[src/rtl/lsu_pipe.sv]
`default_nettype none
// ============================================================================
// Module   : lsu_pipe -- load/store unit: dmem handshake FSM + zero-latency io
//            window. Optional macro LSU_MISALIGN_TRAP_EN traps misaligned accesses.
// Revision : 1.0
// ============================================================================
module lsu_pipe #(
  parameter int unsigned ADDR_W    = 16,
  parameter int unsigned DMEM_BASE = 16'h2000,
  parameter int unsigned DMEM_SIZE = 16'h2000,
  parameter int unsigned IO_BASE   = 16'h7000,
  parameter int unsigned IO_SIZE   = 16'h1000,
  parameter int unsigned TIMEOUT   = 255
) (
  input  logic              i_clk,
  input  logic              i_rst_n,
  input  logic              i_lsu_req,
  input  logic              i_lsu_wren,
  input  logic [2:0]        i_lsu_op,
  input  logic [31:0]       i_lsu_addr,
  input  logic [31:0]       i_st_data,
  output logic [31:0]       o_ld_data,
  output logic              o_stall,
  output logic              o_err,
  output logic              o_misalign,
  output logic [ADDR_W-1:0] o_mem_addr,
  output logic [31:0]       o_mem_wdata,
  output logic [3:0]        o_mem_bmask,
  output logic              o_mem_wren,
  output logic              o_mem_rden,
  input  logic [31:0]       i_mem_rdata,
  input  logic              i_mem_ack,
  output logic [ADDR_W-1:0] o_io_addr,
  output logic [31:0]       o_io_wdata,
  output logic [3:0]        o_io_bmask,
  output logic              o_io_wren,
  input  logic [31:0]       i_io_rdata
);

  localparam int unsigned CNT_W       = (TIMEOUT > 0) ? $clog2(TIMEOUT + 1) : 1;
  localparam logic [CNT_W-1:0] C_TIMEOUT = CNT_W'(TIMEOUT);
  localparam logic [31:0] C_ADDR_MASK = (ADDR_W >= 32) ? 32'hFFFF_FFFF
                                        : 32'((64'd1 << ADDR_W) - 64'd1);
  localparam logic [1:0]  C_SZ_BYTE   = 2'b00;
  localparam logic [1:0]  C_SZ_HALF   = 2'b01;

  typedef enum logic [1:0] {
    ST_IDLE = 2'd0,
    ST_WAIT = 2'd1,
    ST_DONE = 2'd2
  } state_t;

  state_t           r_state;
  logic [CNT_W-1:0] r_cnt;
  logic [31:0]      r_ld_data;
  logic [2:0]       r_op;
  logic [1:0]       r_lane;
  logic             r_err;

  logic [1:0]  w_size;
  logic [31:0] w_addr_raw;
  logic [31:0] w_addr;
  logic        w_dmem_hit;
  logic        w_io_hit;
  logic        w_trap;
  logic        w_act;
  logic [31:0] w_wdata;
  logic [3:0]  w_bmask;

  // Shift the addressed lane down, then sign- or zero-extend by funct3.
  function automatic logic [31:0] f_load_ext(input logic [2:0]  op,
                                             input logic [1:0]  lane,
                                             input logic [31:0] word);
    logic [31:0] sh;
    sh = word >> {lane, 3'b000};
    case (op[1:0])
      2'b00:   f_load_ext = op[2] ? {24'h0, sh[7:0]}  : {{24{sh[7]}}, sh[7:0]};
      2'b01:   f_load_ext = op[2] ? {16'h0, sh[15:0]} : {{16{sh[15]}}, sh[15:0]};
      default: f_load_ext = word;
    endcase
  endfunction

  assign w_size     = i_lsu_op[1:0];
  assign w_addr_raw = i_lsu_addr & C_ADDR_MASK;

  // Misaligned accesses are truncated to natural alignment; with the trap
  // enabled they never reach a strobe, so the truncation is harmless there.
  always_comb begin
    w_addr = w_addr_raw;
    if (w_size == C_SZ_HALF)      w_addr[0]   = 1'b0;
    else if (w_size != C_SZ_BYTE) w_addr[1:0] = 2'b00;
  end

`ifdef LSU_MISALIGN_TRAP_EN
  logic w_misal;
  assign w_misal    = ((w_size == C_SZ_HALF) && w_addr_raw[0]) ||
                      ((w_size != C_SZ_HALF) && (w_size != C_SZ_BYTE) && (w_addr_raw[1:0] != 2'b00));
  assign w_trap     = i_lsu_req & w_misal;
  assign o_misalign = i_rst_n & i_lsu_req & (r_state == ST_IDLE) & w_misal;
`else
  assign w_trap     = 1'b0;
  assign o_misalign = 1'b0;
`endif

  assign w_dmem_hit = (w_addr >= DMEM_BASE) && (w_addr < DMEM_BASE + DMEM_SIZE);
  assign w_io_hit   = (w_addr >= IO_BASE)   && (w_addr < IO_BASE + IO_SIZE);
  // Only a request seen in IDLE is acted upon; DONE still shows the old one.
  assign w_act      = i_rst_n & i_lsu_req & (r_state == ST_IDLE) & ~w_trap;

  always_comb begin
    case (w_size)
      C_SZ_BYTE: begin
        w_wdata = {24'h0, i_st_data[7:0]} << {w_addr[1:0], 3'b000};
        w_bmask = 4'b0001 << w_addr[1:0];
      end
      C_SZ_HALF: begin
        w_wdata = {16'h0, i_st_data[15:0]} << {w_addr[1], 4'b0000};
        w_bmask = 4'b0011 << {w_addr[1], 1'b0};
      end
      default: begin
        w_wdata = i_st_data;
        w_bmask = 4'b1111;
      end
    endcase
  end

  assign o_io_addr  = ADDR_W'(w_addr - IO_BASE);
  assign o_io_wdata = w_wdata;
  assign o_io_bmask = w_bmask;
  assign o_io_wren  = w_act & i_lsu_wren & w_io_hit;
  assign o_stall    = (w_act & w_dmem_hit) | (r_state == ST_WAIT);
  assign o_err      = (w_act & ~i_lsu_wren & ~w_dmem_hit & ~w_io_hit) | r_err;

  always_comb begin
    o_ld_data = '0;
    if (r_state == ST_DONE)
      o_ld_data = r_ld_data;
    else if (w_act && !i_lsu_wren && w_io_hit)
      o_ld_data = f_load_ext(i_lsu_op, w_addr[1:0], i_io_rdata);
  end

  always_ff @(posedge i_clk or negedge i_rst_n) begin
    if (!i_rst_n) begin
      r_state     <= ST_IDLE;
      r_cnt       <= '0;
      r_ld_data   <= '0;
      r_op        <= '0;
      r_lane      <= '0;
      r_err       <= 1'b0;
      o_mem_addr  <= '0;
      o_mem_wdata <= '0;
      o_mem_bmask <= '0;
      o_mem_wren  <= 1'b0;
      o_mem_rden  <= 1'b0;
    end else begin
      r_err <= 1'b0;
      case (r_state)
        ST_IDLE: begin
          if (w_act && w_dmem_hit) begin
            o_mem_addr  <= ADDR_W'((w_addr - DMEM_BASE) >> 2);
            o_mem_wdata <= w_wdata;
            o_mem_bmask <= w_bmask;
            o_mem_wren  <= i_lsu_wren;
            o_mem_rden  <= ~i_lsu_wren;
            r_op        <= i_lsu_op;
            r_lane      <= w_addr[1:0];
            r_cnt       <= '0;
            r_state     <= ST_WAIT;
          end
        end
        ST_WAIT: begin
          if (i_mem_ack) begin
            r_ld_data  <= o_mem_rden ? f_load_ext(r_op, r_lane, i_mem_rdata) : 32'h0;
            o_mem_wren <= 1'b0;
            o_mem_rden <= 1'b0;
            r_state    <= ST_DONE;
          end else if (r_cnt == C_TIMEOUT) begin
            r_ld_data  <= '0;
            r_err      <= 1'b1;
            o_mem_wren <= 1'b0;
            o_mem_rden <= 1'b0;
            r_state    <= ST_DONE;
          end else begin
            r_cnt <= r_cnt + 1'b1;
          end
        end
        ST_DONE: r_state <= ST_IDLE;
        default: r_state <= ST_IDLE;
      endcase
    end
  end

endmodule
`default_nettype wire
[config.mk]
export PLATFORM = sky130hd
export DESIGN_NAME = lsu_pipe
export DESIGN_NICKNAME = d
export VERILOG_FILES = /design/src/rtl/lsu_pipe.sv
export SDC_FILE = /design/constraint.sdc
export NUM_CORES = 1
export LEC_CHECK = 0
export CAP_MARGIN = 0
export CORE_UTILIZATION = 42
export DETAILED_ROUTE_END_ITERATION = 10
export GPL_ROUTABILITY_DRIVEN = 0
export PLACE_DENSITY = 0.86
export SLEW_MARGIN = 30
export SYNTH_ARGS = -nofsm -noshare
export SYNTH_HDL_FRONTEND = slang
export SYNTH_SLANG_ARGS = --single-unit
export TNS_END_PERCENT = 1
[constraint.sdc]
create_clock -name i_clk -period 2.8 [get_ports i_clk]
set_clock_uncertainty 0.15 [all_clocks]
set_input_delay 0.42 -clock i_clk [delete_from_list [all_inputs] [get_ports i_clk]]
set_output_delay 0.42 -clock i_clk [all_outputs]
set_load 0.05 [all_outputs]
# Word level (Yosys, flattened, before mapping)
# Index checks and enable logic that the tools add are counted.
classes:
  n_addsub: 3
  magnitude_cmp: 4
  shift: 6
  reduce_logical: 17
  n_eq_ne: 9
  muxes: 33
  bitwise: 13
ops:
  columns: ["operator", "n"]
  rows:
  - ["$mux W32", 9]
  - ["$pmux W32 S2", 3]
  - ["$shr A32 B5 Y16", 2]
  - ["$shl A16 B5 Y32", 1]
  - ["$shl A8 B5 Y32", 1]
  - ["$mux W8", 3]
  - ["$sub A16 B14 Y17 const B", 1]
  - ["$ge A16 B14 Y1 const B", 1]
  - ["$ge A16 B15 Y1 const B", 1]
  - ["$lt A16 B15 Y1 const B", 1]
  - ["$lt A16 B16 Y1 const B", 1]
  - ["$pmux W8 S2", 1]
  - ["$sub A16 B15 Y16 const B", 1]
  - ["$mux W1", 9]
  - ["$add A8 B1 Y8 const B", 1]
  - ["$and A1 B1 Y1", 8]
  - ["$eq A8 B8 Y1 const B", 1]
  - ["$mux W2", 4]
  - ["$pmux W4 S2", 1]
  - ["$eq A2 B1 Y1 const B", 3]
  - ["$logic_not A2 Y1", 3]
  - ["$reduce_and A2 Y1", 3]
  - ["$reduce_bool A2 Y1", 3]
  - ["$logic_and A1 B1 Y1", 5]
  - ["other kinds (13)", 18]
totals:
  regBits: 102
  in_bits: 136
  elab_cells: 96
  output_inout_bits: 142

# Longest topological paths before layout
logic_depth:
  ltp_word: 9
  mapped_depth: 9
  mapped_depth_nobuf: 7

# Worst setup path before layout
# Ideal clock, no wire load.
synth_timing:
  kind: "input-to-output"
  start: "input i_lsu_addr[1]"
  end: "output o_ld_data[13]"
  slack_ps: -477
  n_path_buf: 3
  arrival_time_ps: 2707
  stages: 8
  required_ps: 2230
  cell_sequence: "buf_2 > nand2_1 > inv_1 > buf_2 > buf_2 > o221a_2 > a211oi_1 > o21ai_0"
synth_between:
  elab_chain_cells: 7
  elab_cells_between_ends: 12
  classes_between: "order compare: 2; shift: 1; mux: 7; reduce/logical: 2"
synth_lines:
  columns: ["element", "line_no", "text"]
  rows:
  - ["from (decl)", "20", "input logic [31:0] i_lsu_addr,"]
  - ["$mux W2", "91", "else if (w_size != C_SZ_BYTE) w_addr[1:0] = 2'b00;"]
  - ["$mux W1 *", "90", "if (w_size == C_SZ_HALF) w_addr[0] = 1'b0;"]
  - ["$ge A16 B15 Y1 (tied with other cells)", "106", "assign w_io_hit = (w_addr >= IO_BASE) && (w_addr < IO_BASE + IO_SIZE);"]
  - ["$logic_and A1 B1 Y1 (tied with other cells)", "106", null]
  - ["$logic_and A1 B1 Y1 / $pmux W32 S2 (equally long branches)", "138, 76", null]
  - ["$mux W32 *", "138", "else if (w_act && !i_lsu_wren && w_io_hit)"]
  - ["$mux W32 *", "136", "if (r_state == ST_DONE)"]
  - ["to (decl)", "22", "output logic [31:0] o_ld_data,"]
# Mark *: on every way between the ends. The rest lies on a longest branch, timed or not.

# Final worst setup path
layout_timing:
  start: "input i_lsu_addr[12]"
  end: "output o_ld_data[21]"
layout_between:
  elab_chain_cells: 5
  elab_cells_between_ends: 6
  classes_between: "order compare: 2; mux: 2; reduce/logical: 2"
layout_lines:
  columns: ["element", "line_no"]
  rows:
  - ["$ge A16 B15 Y1 / $lt A16 B16 Y1 (equally long branches)", "106"]
  - ["$logic_and A1 B1 Y1 *", "106"]
  - ["$logic_and A1 B1 Y1 *", "138"]
  - ["$mux W32 *", "138"]
  - ["$mux W32 *", "136"]
# Marked as above.

==> metrics.md <==
| Metric | Value |
|---|---|
| Maximum clock rate | 0.3589 GHz |
| Crit Path Category | primary input to output port |
| CTS buffer count | 9 |
| Vias per inst | 5.935 |
| Die H | 120.4 um |
| 1st-pass router iterations | 7 |
| Clock Latency Late Sink | 0.36 ns |
| Async SR Flop Fraction | 100.0% |
| Leak pwr | 4.508 nW |
| Setup WS pre-CTS | -0.2695 ns |
| Clock-pin slew on the worst setup and hold paths | 0.07 ns |
| DR WL/cell | 20.89 um |
| Predominant post-synthesis flop cell | dfrtp_1 |
| Hpwl dp | 16.69 mm |
| Crit end category | output port |
| CTS Root Cell | clkbuf_16 |
| Tot GR Track Use | 31.03% |
| Pins Over Slew Limit | 0 |
| Worst vdd ir | 411.6 uV |
| Iteration-0 DRC Markers | 651 |
| Setup_tns | 0 ns |
| Worst Max-Slew Pin Slew | 0.9394 ns |
| Core area | 13,450 sq um |
| Design Power | 5.829 mW |
| Crit share post-route | 99.50% |
| Area Overhead vs Synth | 67.82% |
| Num rows | 42 |
| Min-delay worst type | primary input to async pin |
| Post-synth EDFFs | 0 |
| I/O Pins | 278 |
| Syn nets | 732 |
| Final Hold Slack | 0.01056 ns |
| Vias in the first global route | 6,342 |
| Num Clock Sinks | 101 |
| Vias | 6,350 |
| Routed Antenna Nets | 0 |
| Die Wd | 120.4 um |
| Crit path DAT | 2.22 ns |
| Status | finished, final reports clean |
| Final #Nets | 1,031 |
| GRT overflow | 0 |
| Sequential share of the synthesized area | 42.96% |
| First-pass GRT wire length | 34.35 mm |
| Fillers | 974 |
| #FFs+latches synth | 101 |
| RSZ-0062 raised after global routing | true |
| TritonCTS clock tree | built |
| Synth Cell Area | 5883 sq um |
| FF-to-FF Start | r_lane[0]$_DFFE_PN0P_ |
| CP Capture Point | o_ld_data[21] |
| Pin count of the biggest net entering global routing | 65 |
| # diodes | 0 |
| WL final | 22.35 mm |
| Reg2reg path depth | 4 |
| Most common cell after layout, fill and taps aside | clkdlybuf4s50_1 |
| Die area | 14,490 sq um |
| Unique masters post-synth | 64 |
| Initial Util | 43.73% |
| Port bufs | 260 |
| Final WS setup | 0.01390 ns |
| Critical path startpoint category | primary input |
| CTS Hold Bufs | 0 |
| Antenna violations before repair | 0 |
| Syn_area_per_cell | 9.971 sq um |
| R2R setup slack | 0.63 ns |
| Final worst path period need | 2.786 ns |
| Max_cap viols | 0 |
| PD cells | 590.4 nW/um^2 |
| H-tree depth | 3 |
| Most frequent cells in the layout | 177 x clkdlybuf4s50_1, 101 x dfrtp_1, 92 x buf_4, 88 x nand2_1, 45 x mux2_2 |
| Mapped Cells | 590 |
| Fin util | 73.39% |
| Final setup viols | 0 |
| Final hold violation count | 0 |
| Worst endpoint required time | 2.23 ns |
| Relative slew slack | 37.38% |
| Clk buf depth | 2 |
| Syn. warnings | 0 |
| DRC Markers | 0 |
| Layout cells sized above 1 | 30.31% |
| CP Launch Point | i_lsu_addr[12] |
| CP max FO | 7 |
| R2R Path End | r_ld_data[20]$_DFFE_PN0P_ |
==> Yosys cell counts (4+ instances only) <==
cell,number,area [sq um]
clkbuf_1,17,63.81
a22oi_1,17,127.6
and3_1,11,68.82
o21ai_0,31,155.2
nor4_1,4,25.02
o221ai_1,6,52.55
mux2_2,45,506.7
buf_4,13,97.59
o221a_2,8,90.09
inv_1,14,52.55
o21ai_1,5,25.02
o22ai_1,7,43.79
a22o_1,25,219.0
and2_1,9,56.30
dfrtp_1,101,2527
buf_2,17,85.08
nand2_1,92,345.3
nand2b_1,4,25.02
xor2_1,6,52.55
nor2_1,23,86.33
o211ai_1,4,30.03
nand3_1,6,30.03
a221o_1,24,240.2
a222oi_1,7,70.07
mux2i_1,11,110.1
a21oi_1,7,35.03
ha_1,6,75.07
a211oi_1,9,67.56
a31oi_1,8,50.05
==> cell type report <==
| type | count | area [sq um] | area share, % |
|---|---|---|---|
| Timing Repair Buffer | 341 | 3615 | 36.61 |
| Multi-Input combinational cell | 419 | 3154 | 31.95 |
| Sequential cell | 101 | 2527 | 25.60 |
| Clock buffer | 13 | 270.3 | 2.737 |
| Tap cell | 176 | 220.2 | 2.230 |
| Inverter | 17 | 67.56 | 0.6843 |
| Clock inverter | 3 | 18.77 | 0.1901 |
==> worst max-delay path, stage by stage <==
cell and delay [ns]:
clkdlybuf4s50_1 0.50, ha_2 0.19, nand2_1 0.10, nor4_4 0.14, buf_4 0.19, buf_6 0.14, o211ai_4 0.09, buf_4 0.20
nand2_1 0.09, buf_6 0.16
==> worst min path at each step <==
| stage | startpoint | endpoint | slack (ns) | cells after the start |
|---|---|---|---|---|
| floorplan | i_rst_n | o_mem_addr[0]$_DFFE_PN0P_ | -0.03 | 0 |
| global placement | r_ld_data[3]$_DFFE_PN0P_ | r_ld_data[3]$_DFFE_PN0P_ | 0.30 | 2 |
| detailed placement | r_ld_data[3]$_DFFE_PN0P_ | r_ld_data[3]$_DFFE_PN0P_ | 0.31 | 2 |
| CTS | i_rst_n | o_mem_addr[0]$_DFFE_PN0P_ | 0.02 | 2 |
| global route | i_rst_n | o_mem_addr[0]$_DFFE_PN0P_ | 0.05 | 2 |
| finish | i_rst_n | o_mem_addr[0]$_DFFE_PN0P_ | 0.01 | 2 |
==> metal layers <==
layer / vias to the layer above / routed length (um) / GRT usage, %
met5: - / 0 / 0
li1: 2787 / - / -
met3: 81 / 2211 / 8.726
met1: 3070 / 8549 / 37.50
met2: 412 / 10730 / 52.05
met4: 0 / 861 / 12.50
==> power by group <==
part / switching [mW] / total (mW) / internal, mW / leakage (nW)
clock network: 0.556 / 1.23 / 0.675 / 0.146
logic: 1.56 / 2.61 / 1.05 / 3.04
registers: 0.214 / 1.98 / 1.77 / 1.32
==> state kept, by name, indices dropped and copies added, names as in the netlist <==
| signal | count |
|---|---|
| o_mem_bmask | 4 |
| o_mem_wren | 1 |
| r_state | 2 |
| r_lane | 2 |
| r_cnt | 8 |
| r_err | 1 |
| o_mem_rden | 1 |
| r_op | 3 |
| r_ld_data | 32 |
| o_mem_wdata | 32 |
| o_mem_addr | 15 |
==> stage by stage <==
step / cell area, sq um / instances
after CTS: 9747 / 1070
after floorplan: 5883 / 590
after detailed placement: 9284 / 1045
after global routing: 9873 / 1070
final: 9873 / 1070
after global placement: 9284 / 1045
==> repair_timing <==
action	CTS	global route
endpoints found under the setup margin	50	35
resized for setup	36	31
pin swaps	8	4
gates cloned	0	0
buffers inserted	9	0
==> cells by family after synthesis <==
group | after synthesis | share of synthesized area (%)
buf+inv | 70 | 6.040
flops | 101 | 42.96
mux | 59 | 11.25
simple gates | 172 | 14.14
xor+xnor | 8 | 1.191
fa+ha+maj | 6 | 1.276
other cells | 1 | 0.06374
compound gates | 173 | 23.08
(Power assumes the default switching activity.)
